**src/rtl/integral_image_gen.sv**
```systemverilog
`default_nettype none
// ============================================================================
// Module   : integral_image_gen
// Purpose  : Streaming integral-image generator for one detection window.
//            Accepts raster-order pixels of a WINDOW_WIDTH x WINDOW_HEIGHT
//            window and emits ii(x,y) with row / window end-of-transfer flags.
// Ports    : clk, rst_n       - clock, asynchronous active-low reset
//            din_valid/ready  - pixel input handshake, din_data = pixel
//            dout_valid/ready - integral output handshake, dout_data = ii(x,y)
//            dout_eot[0]      - last pixel of a row
//            dout_eot[1]      - last pixel of the window
// Config   : INTEGRAL_SATURATE_EN - saturate each addition at 2^W_DATA-1
//            (otherwise additions wrap modulo 2^W_DATA).
// Revision : 1.0 - initial release
// ============================================================================
module integral_image_gen #(
  parameter int W_PIX         = 8,
  parameter int W_DATA        = 18,
  parameter int WINDOW_WIDTH  = 24,
  parameter int WINDOW_HEIGHT = 24
) (
  input  logic              clk,
  input  logic              rst_n,
  input  logic              din_valid,
  output logic              din_ready,
  input  logic [W_PIX-1:0]  din_data,
  output logic              dout_valid,
  input  logic              dout_ready,
  output logic [W_DATA-1:0] dout_data,
  output logic [1:0]        dout_eot
);

  localparam int c_XW = (WINDOW_WIDTH  > 1) ? $clog2(WINDOW_WIDTH)  : 1;
  localparam int c_YW = (WINDOW_HEIGHT > 1) ? $clog2(WINDOW_HEIGHT) : 1;
  localparam logic [c_XW-1:0] c_X_LAST = c_XW'(WINDOW_WIDTH - 1);
  localparam logic [c_YW-1:0] c_Y_LAST = c_YW'(WINDOW_HEIGHT - 1);

`ifdef INTEGRAL_SATURATE_EN
  function automatic logic [W_DATA-1:0] add_w(input logic [W_DATA-1:0] a,
                                              input logic [W_DATA-1:0] b);
    logic [W_DATA:0] s;
    s = {1'b0, a} + {1'b0, b};
    return s[W_DATA] ? {W_DATA{1'b1}} : s[W_DATA-1:0];
  endfunction
`else
  function automatic logic [W_DATA-1:0] add_w(input logic [W_DATA-1:0] a,
                                              input logic [W_DATA-1:0] b);
    return a + b;
  endfunction
`endif

  logic [c_XW-1:0]   r_x;
  logic [c_YW-1:0]   r_y;
  logic [W_DATA-1:0] r_row_acc;
  logic [W_DATA-1:0] r_line [WINDOW_WIDTH];
  logic              r_valid;
  logic [W_DATA-1:0] r_data;
  logic [1:0]        r_eot;

  logic              w_accept;
  logic              w_x_last;
  logic              w_y_last;
  logic [W_DATA-1:0] w_pix;
  logic [W_DATA-1:0] w_line_rd;
  logic [W_DATA-1:0] w_row_sum;
  logic [W_DATA-1:0] w_ii;

  // Single output stage: can take a new pixel whenever the stage is empty or
  // is being drained in the same cycle.
  assign din_ready = !r_valid || dout_ready;
  assign w_accept  = din_valid && din_ready;
  assign w_x_last  = (r_x == c_X_LAST);
  assign w_y_last  = (r_y == c_Y_LAST);
  assign w_pix     = W_DATA'(din_data);

  always_comb begin
    // First row of a window ignores whatever the line buffer still holds
    // from the previous window (or from before reset).
    w_line_rd = (r_y == '0) ? '0 : r_line[r_x];
    w_row_sum = add_w(r_row_acc, w_pix);
    w_ii      = add_w(w_row_sum, w_line_rd);
  end

  always_ff @(posedge clk or negedge rst_n) begin
    if (!rst_n) begin
      r_x       <= '0;
      r_y       <= '0;
      r_row_acc <= '0;
    end else if (w_accept) begin
      if (w_x_last) begin
        r_x       <= '0;
        r_row_acc <= '0;
        r_y       <= w_y_last ? '0 : r_y + 1'b1;
      end else begin
        r_x       <= r_x + 1'b1;
        r_row_acc <= w_row_sum;
      end
    end
  end

  // Line buffer has no reset; stale content is masked by the y == 0 select.
  always_ff @(posedge clk) begin
    if (w_accept) begin
      r_line[r_x] <= w_ii;
    end
  end

  always_ff @(posedge clk or negedge rst_n) begin
    if (!rst_n) begin
      r_valid <= 1'b0;
      r_data  <= '0;
      r_eot   <= 2'b00;
    end else if (w_accept) begin
      r_valid <= 1'b1;
      r_data  <= w_ii;
      r_eot   <= {w_x_last && w_y_last, w_x_last};
    end else if (dout_ready) begin
      r_valid <= 1'b0;
    end
  end

  assign dout_valid = r_valid;
  assign dout_data  = r_data;
  assign dout_eot   = r_eot;

endmodule
`default_nettype wire

```
**config.mk**
```make
export PLATFORM = sky130hd
export DESIGN_NAME = integral_image_gen
export DESIGN_NICKNAME = d
export VERILOG_FILES = /design/src/rtl/integral_image_gen.sv
export SDC_FILE = /design/constraint.sdc
export NUM_CORES = 1
export LEC_CHECK = 0
export ABC_AREA = 1
export CAP_MARGIN = 20
export CORE_AREA = 2 2 230 232
export DETAILED_ROUTE_END_ITERATION = 16
export DIE_AREA = 0 0 232 234
export SLEW_MARGIN = 25
export SYNTH_ARGS = -nofsm -noshare
export SYNTH_HDL_FRONTEND = slang
export SYNTH_SLANG_ARGS = --single-unit
```
**constraint.sdc**
```tcl
create_clock -name clk -period 3.7 [get_ports clk]
set_input_delay 0.74 -clock clk [delete_from_list [all_inputs] [get_ports clk]]
set_output_delay 0.74 -clock clk [all_outputs]
set_load 0.1 [all_outputs]
```
==> results.md, run 1 <==
- The run finished with clean final reports.
- The highest attainable clock frequency is 280.2 MHz.
- The finished cells cover 0.02570 mm2.
- Of the total synthesized cell area, the portion taken by AND, OR, NAND and NOR gates is 0.1167.
- The largest delay contributor family on the critical path is simple AND/OR/NAND/NOR gates.
- STA classifies the critical path startpoint as a flip-flop.
- The total grt overflow is 0.
- For this block, the initial DRC count from the detailed router was 1371.
- In this run the vertical extent of the chip is 234 um.
- After filler insertion, the fill cell instance count of the layout stands at 4462.
- The number of failing setup endpoints in the final timing report is 0.
- Once placement finished, the instance area stood at 0.02312 mm2.
- The number of global-route vias before repair is 13870.
- The cell at the root of the clock tree is sky130_fd_sc_hd__clkbuf_16.
- For met1 alone, demand over resource in global routing was 0.2758.
- Across all hold checks on the routed design, the worst slack comes to 0.09348 ns.
- The clock transition time at the flip-flop clock pins of the worst setup and hold paths is 0.06 ns.
- For met2 alone, demand over resource in global routing was 0.3327.
- The worst setup path is of the flip-flop to flip-flop kind.
- 34 I/O pins were placed.
- The routed wire length per instance is 21.44 um.
- The number of buffers inserted during clock tree synthesis is 51.
- Measured along the x axis, the die boundary spans 232 um.
- For this run, the register share of the synthesized area comes to 0.6942.
- The path type of the worst min-delay path is primary input to async pin.
- The count of final hold-check violations was 0.
- The clock latency on the worst-skew pair is 0.62 ns.
- The number of nets still failing antenna checks after routing is 0.
- TritonCTS built the clock tree.
- The number of max-cap violations is 0.
- Setup total negative slack on the finished layout was measured at 0 ns.
- The number of iterations in the first detailed-routing pass is 5.
- The worst stage delay on the critical path is 0.55 ns.
- The multiplexer share of the synthesized area is 0.
- The count of final max-slew check failures is 0.
- In this run the worst path has a maximum fanout of 38.
- After floorplanning, the core was divided into 84 placement rows.
- The number of DRC violations after detailed routing is 0.
- The net count of the finished layout is 1954.
- The final critical-path share of the clock period is 0.9647.
- The shortest clock period the worst path allows after layout is 3.569 ns.
- The initial antenna violation count is 0.
- The count of input and output buffers is 33.
- In the final layout, the multi-input gates occupy 0.006252 mm2.
- The parity-gate share of the synthesized area counting xor and xnor cells is 0.008871.
- The area taken by flip-flops and latches is 0.01421 mm2.
- The H-tree was split into 2 levels.
- The sort of element at the end of the critical path is a flip-flop.
- In the layout the commonest cells are 432 x sky130_fd_sc_hd__edfxtp_1, 229 x sky130_fd_sc_hd__nor2_1, 204 x sky130_fd_sc_hd__o21ai_0.
- Averaged over all synthesized cells, the footprint is 12.06 um2.
- The wire-length estimate of the detail-placed layout is 33800 um.
- Of the total synthesized cell area, the portion taken by full adders, half adders and majority gates is 0.02092.
- The via count is 14280.
- Walking the worst path, the cells encountered are buf_4 > bufbuf_16 > o21ai_0 > o22ai_1 > a22o_1 > nor2_1 > a21oi_1 > buf_4 > ha_4 > nand2_4 > buf_6 > nor3_4 > and2_4 > a21oi_4 > inv_2 > nand3_4 > and2_4.
- In the synthesized netlist the dominant register cell turns out to be sky130_fd_sc_hd__edfxtp_1.
- The count of warnings emitted by yosys is 0.
- The cts-stage hold buffer count is 0.
- The synthesized-area fraction occupied by ao, oa, aoi and oai cells is 0.1215.
- In the global route stage, overall resource usage came out at 0.2053.
- The pin count of the biggest net entering global routing is 68.
- The largest individual stage delay along the critical path comes from the cell sky130_fd_sc_hd__dfrtp_4.
- The worst path meets setup with 0.1307 ns of slack.
- For this block, the routed nets add up to 56590 um of wire.
- Leaving out fill and tap cells, the most frequent cell in the layout is sky130_fd_sc_hd__edfxtp_1.
- In this run the deepest clock path goes through 3 buffers.
- The netlist area before placement is 0.02045 mm2.
- The floorplan step defined a die boundary enclosing 0.05429 mm2.
- The post-detailed-route via-to-cell ratio is 5.408.
- At the pin with the least slew margin, the transition time is 1.006 ns.
- The number of nets produced by synthesis is 1741.
- The placer's final routability congestion estimate is 0.8971.
- In this run, synthesis inferred 432 flip-flops with an integrated enable.
- The global-route wire length before repair is 83450 um.
- The data arrival time of the worst path is 3.92 ns.
- In the global route stage, met3 resource usage came out at 0.03855.
- The largest clock skew in the final design is 0.01669 ns.
- Synthesis produced 1696 cells.
- The most heavily used metal layer in global routing is met2.
- The signed area change from the synthesized netlist to the final layout is 25.66%.
- The main combinational cell family by area after synthesis is compound AO/OA/AOI/OAI gates.
- In this run, synthesis produced a sequential element count of 481.
- The core region area is 0.05202 mm2.
- The total number of clock tree sinks is 481.
- Synthesis instantiated 47 different standard cells from the library.
- At the worst endpoint, the required time is 4.05 ns.
- After synthesis, the share of flip-flops with an asynchronous set or reset is 0.1019.
- Measured against its own limit, the worst slew margin works out to 0.3273.
- The critical path contains buffers and inverters numbering 5 combined.
- In the final layout, the share of cells above drive strength 1 is 0.2367.
- The worst setup timing slack at the placement stage is -0.8902 ns.
- The initial core utilization is 0.3931.
- The final antenna diode count is 0.
## per-layer routing
| metal | up-vias | wire (um) |
|---|---|---|
| met5 | - | 0 |
| met4 | 0 | 1759 |
| met3 | 109 | 3928 |
| met2 | 488 | 26820 |
| met1 | 7108 | 24090 |
| li1 | 6572 | - |
## worst paths after layout
path,depth (start not counted),slack (ns),startpoint,to
max,17,0.13,r_x[0],r_line[15][17]
min,1,0.09,rst_n,r_y[3]
max reg2reg,17,0.13,r_x[0],r_line[15][17]
min reg2reg,2,0.48,dout_data[6],dout_data[6]
max in group asynchronous,2,2.95,rst_n,r_x[0]
min in group clk,2,0.48,dout_data[6],dout_data[6]
## cells in the mapped netlist, types with 3 or more instances
library cell,count,area (um2)
sky130_fd_sc_hd__a21oi_1,37,185.2
sky130_fd_sc_hd__a22o_1,29,254.0
sky130_fd_sc_hd__a31oi_1,7,43.79
sky130_fd_sc_hd__and2_1,10,62.56
sky130_fd_sc_hd__buf_1,3,11.26
sky130_fd_sc_hd__buf_2,23,115.1
sky130_fd_sc_hd__buf_4,19,142.6
sky130_fd_sc_hd__buf_6,5,56.30
sky130_fd_sc_hd__clkbuf_1,40,150.1
sky130_fd_sc_hd__dfrtp_1,49,1226
sky130_fd_sc_hd__edfxtp_1,432,12970
sky130_fd_sc_hd__ha_1,31,387.9
sky130_fd_sc_hd__inv_1,69,259.0
sky130_fd_sc_hd__inv_2,8,30.03
sky130_fd_sc_hd__nand2_1,204,765.7
sky130_fd_sc_hd__nand2_2,10,62.56
sky130_fd_sc_hd__nand3_1,53,265.3
sky130_fd_sc_hd__nand3_2,3,30.03
sky130_fd_sc_hd__nand4_1,7,43.79
sky130_fd_sc_hd__nor2_1,264,991.0
sky130_fd_sc_hd__nor2_2,7,43.79
sky130_fd_sc_hd__nor3_1,5,25.02
sky130_fd_sc_hd__nor3_2,3,30.03
sky130_fd_sc_hd__o211ai_1,8,60.06
sky130_fd_sc_hd__o21ai_0,209,1046
sky130_fd_sc_hd__o21ai_1,12,60.06
sky130_fd_sc_hd__o21bai_1,3,22.52
sky130_fd_sc_hd__o221ai_1,27,236.5
sky130_fd_sc_hd__o22ai_1,79,494.2
sky130_fd_sc_hd__or2_2,3,18.77
sky130_fd_sc_hd__xor2_1,15,131.4
## sequential cells by signal, summed over array words and instances (netlist names)
signal	count
r_y	5
r_line	432
r_row_acc	18
dout_valid	1
dout_eot	2
dout_data	18
r_x	5
## area by class of cell
| cell class | instances | area share |
|---|---|---|
| Clock buffer | 61 | 0.05112 |
| Clock inverter | 35 | 0.01543 |
| Inverter | 79 | 0.01222 |
| Multi-Input combinational cell | 1054 | 0.2433 |
| Sequential cell | 481 | 0.5528 |
| Tap cell | 688 | 0.03350 |
| Timing Repair Buffer | 241 | 0.09133 |
| Timing Repair inverter | 1 | 0.0003408 |
## per-stage QoR
stage | utilization | instances
floorplan | - | 1696
global placement | 0.4444 | 2518
detailed placement | 0.4445 | 2518
CTS | 0.4821 | 2620
global route | 0.4940 | 2640
finish | 0.4940 | 2640
## cells by family after synthesis
logic type	count (synthesis)
AO/OA/AOI/OAI	420
XOR/XNOR	19
adder cells (fa/ha/maj)	33
buffers and inverters	169
flip-flops	481
AND/OR/NAND/NOR	574
## repair_timing
item	in CTS	in global routing
resized for setup	32	99
endpoints found under the setup margin	176	248
setup buffers	1	13
gates cloned	5	7
pin swaps	12	40
Power of run 1 is not shown: default switching activity piles up to over one toggle a cycle in this logic, so the estimate is an artifact.
==> run 2: changes to the inputs <==
Settings changed: CTS_BUF_LIST set to sky130_fd_sc_hd__clkbuf_8, PLACE_DENSITY_LB_ADDON set to 0.05.
==> results.md, run 2 (synthesis gave the netlist of run 1 again) <==
- The number of H-tree levels is 3.
- For the pin with the worst max-slew slack, the measured transition is 1.069 ns.
- The clock transition time at the flip-flop clock pins of the worst setup and hold paths is 0.06 ns.
- The worst register-to-register path ends at r_line[22][15].
- The highest attainable clock frequency is 273.2 MHz.
- Dividing the final minimum period by the clock period gives 0.9893.
- Setup slack on the worst reg-to-reg path comes out at 0.04 ns.
- The maximum buffer depth of the clock tree is 3.
- The placer's final routability congestion estimate is 0.8303.
- The library cells used most frequently in the layout, excluding fill and tap cells, are 432 x sky130_fd_sc_hd__edfxtp_1, 225 x sky130_fd_sc_hd__nor2_1, 206 x sky130_fd_sc_hd__buf_4.
- The layout has 4635 filler cells.
- From synthesis to final layout, the design area changed by 28.58%.
- The initial antenna violation count is 2.
- The number of cells on the worst reg-to-reg path is 18.
- The boundary pin count is 34.
- The worst setup path is captured at a flip-flop.
- The worst setup margin is 0.03945 ns.
- The fraction of layout cells with a size suffix above 1 is 0.2783.
- The hold path depth is 2.
- The via count is 14530.
- Using the TritonRoute via totals, the vias-per-cell ratio works out to 5.287.
- TritonCTS built the clock tree.
- The total grt overflow is 0.
- In this run the most critical hold path is launched from dout_data[8].
- The floorplan step defined a die boundary enclosing 0.05429 mm2.
- The largest individual stage delay along the critical path comes from the cell sky130_fd_sc_hd__dfrtp_4.
- The die width is 232 um.
- Detailed placement ended at an HPWL of 38520 um.
- For hold timing, the worst endpoint is dout_data[8].
- Hold timing on the final database bottoms out at a slack of 0.4802 ns.
- After detailed routing, the average wire length per cell comes to 23.02 um.
- The worst setup timing slack at the placement stage is -0.8652 ns.
- Setup repair after global routing could not meet its margin everywhere.
- The shortest clock period the worst path allows after layout is 3.661 ns.
- Entering global routing, the biggest net connects 38 pins.
- The number of failing setup endpoints in the final timing report is 0.
- The tree is rooted in a sky130_fd_sc_hd__clkbuf_8.
- Data on the critical path is required at its endpoint by 4.12 ns.
- The initial core utilization is 0.3931.
- In this run, CTS created clock tree buffers numbering 83.
- After detailed routing, the number of remaining DRC violations is 0.
- The register containing the most flip-flops in the final layout is r_line.
- The launch instance of the worst register-to-register path is r_x[0].
- The total number of nets in the final design is 2039.
- The number of iterations in the first detailed-routing pass is 5.
- Along the worst path, the maximum fanout reaches 13.
- The tool flagged a number of max-cap violations equal to 0.
- The clock arrives with 0.03641 ns of skew.
- The number of flip-flops in the largest register is 432.
- The count of final hold-check violations was 0.
- The share of the core filled with cells is 0.5055.
- In this run the tightest slew margin relative to its limit is 0.2852.
- The worst setup path is launched from a flip-flop.
- The count of input and output buffers is 33.
- The first global-routing pass estimated 90460 um of wire.
- The data arrival time of the worst path is 4.08 ns.
- The core region area is 0.05202 mm2.
- For the worst-skew pair, the clock arrives at the later sink with an insertion delay of 0.69 ns.
- The number of global-route vias before repair is 14110.
- Walking the worst path, the cells encountered are clkinv_8 > buf_16 > buf_16 > buf_12 > o21ai_4 > o22ai_2 > o211ai_1 > a21oi_4 > ha_4 > buf_4 > nand2_2 > inv_1 > a21oi_2 > nor2_2 > nor3_2 > nand2_4 > xor2_4 > buf_12.
- The number of nets still failing antenna checks after routing is 0.
- The count of final max-slew check failures is 0.
- The total number of clock tree sinks is 481.
- The library cell used most frequently in the layout, excluding fill and tap cells, is sky130_fd_sc_hd__edfxtp_1.
- The standard-cell row count is 84.
- In this run the worst hold path is classified as flip-flop to flip-flop.
- The critical path in this run is classified as flip-flop to flip-flop.
- The detailed router's first-iteration violation count is 1272.
- The worst stage delay on the critical path is 0.55 ns.
- In the global route stage, overall resource usage came out at 0.2270.
- The flow ran to the end, and the final reports show no timing, DRC or antenna violations.
- The routed design has 63290 um of wire.
- The die is 234 um tall.
==> run 2: worst max-delay path, delay by kind of cell, from the launching register on <==
kind | cells | cell delay (ns)
buffers and inverters | 7 | 1.00
AO/OA/AOI/OAI | 5 | 0.81
AND/OR/NAND/NOR | 4 | 0.56
flip-flops | 1 | 0.55
adder cells (fa/ha/maj) | 1 | 0.27
XOR/XNOR | 1 | 0.19
==> run 2: routing by layer <==
metal  GRT usage  up-vias  wire [um]
li1            -     6775          -
met1      0.3164     7229      28570
met2      0.3627      424      29580
met3     0.03502      105       3391
met4     0.08013        0       1737
met5           0        -          0
==> run 2: what timing repair did <==
| item | CTS | global route |
|---|---|---|
| endpoints found under the setup margin | 204 | 246 |
| gates resized for setup | 42 | 170 |
| hold buffers | 1 | 0 |
| pin swaps | 9 | 58 |
| endpoints found under the hold margin | 13 | 0 |
| cloned | 3 | 14 |
| setup buffers | 6 | 15 |
==> run 2: worst max path at each step <==
stage | from | endpoint | slack, ns | cells after the start
after floorplan | din_data[0] | r_line[0][16] | 0.0005 | 19
after global placement | din_data[0] | r_line[6][15] | -0.82 | 22
after detailed placement | din_data[0] | r_line[6][15] | -0.87 | 22
after CTS | r_x[0] | r_line[23][16] | -0.01 | 16
after global routing | r_x[0] | dout_data[11] | -0.07 | 25
final | r_x[0] | r_line[22][15] | 0.04 | 18
==> run 2: final cells by class <==
| cell class | instances | area [um2] | area share |
|---|---|---|---|
| timing repair inverter | 1 | 8.758 | 0.0003330 |
| clock buffer | 83 | 1142 | 0.04344 |
| clock inverter | 67 | 407.9 | 0.01551 |
| timing repair buffer | 293 | 2889 | 0.1099 |
| sequential | 481 | 14210 | 0.5402 |
| inverter | 79 | 321.6 | 0.01223 |
| antenna | 2 | 5.005 | 0.0001903 |
| tap | 688 | 860.8 | 0.03273 |
| multi-input combinational | 1055 | 6456 | 0.2455 |
==> run 2: through the flow <==
step	TNS (ns)	std cells	cell area (um2)
6_report	0	2749	26300
3_5_place_dp	-176.59	2559	23450
3_3_place_gp	-166.60	2559	23450
4_1_cts	-0.05252	2719	25260
2_1_floorplan	0	1696	20510
5_1_grt	-4.516	2747	26290
Power of run 2 is left out for the same reason.
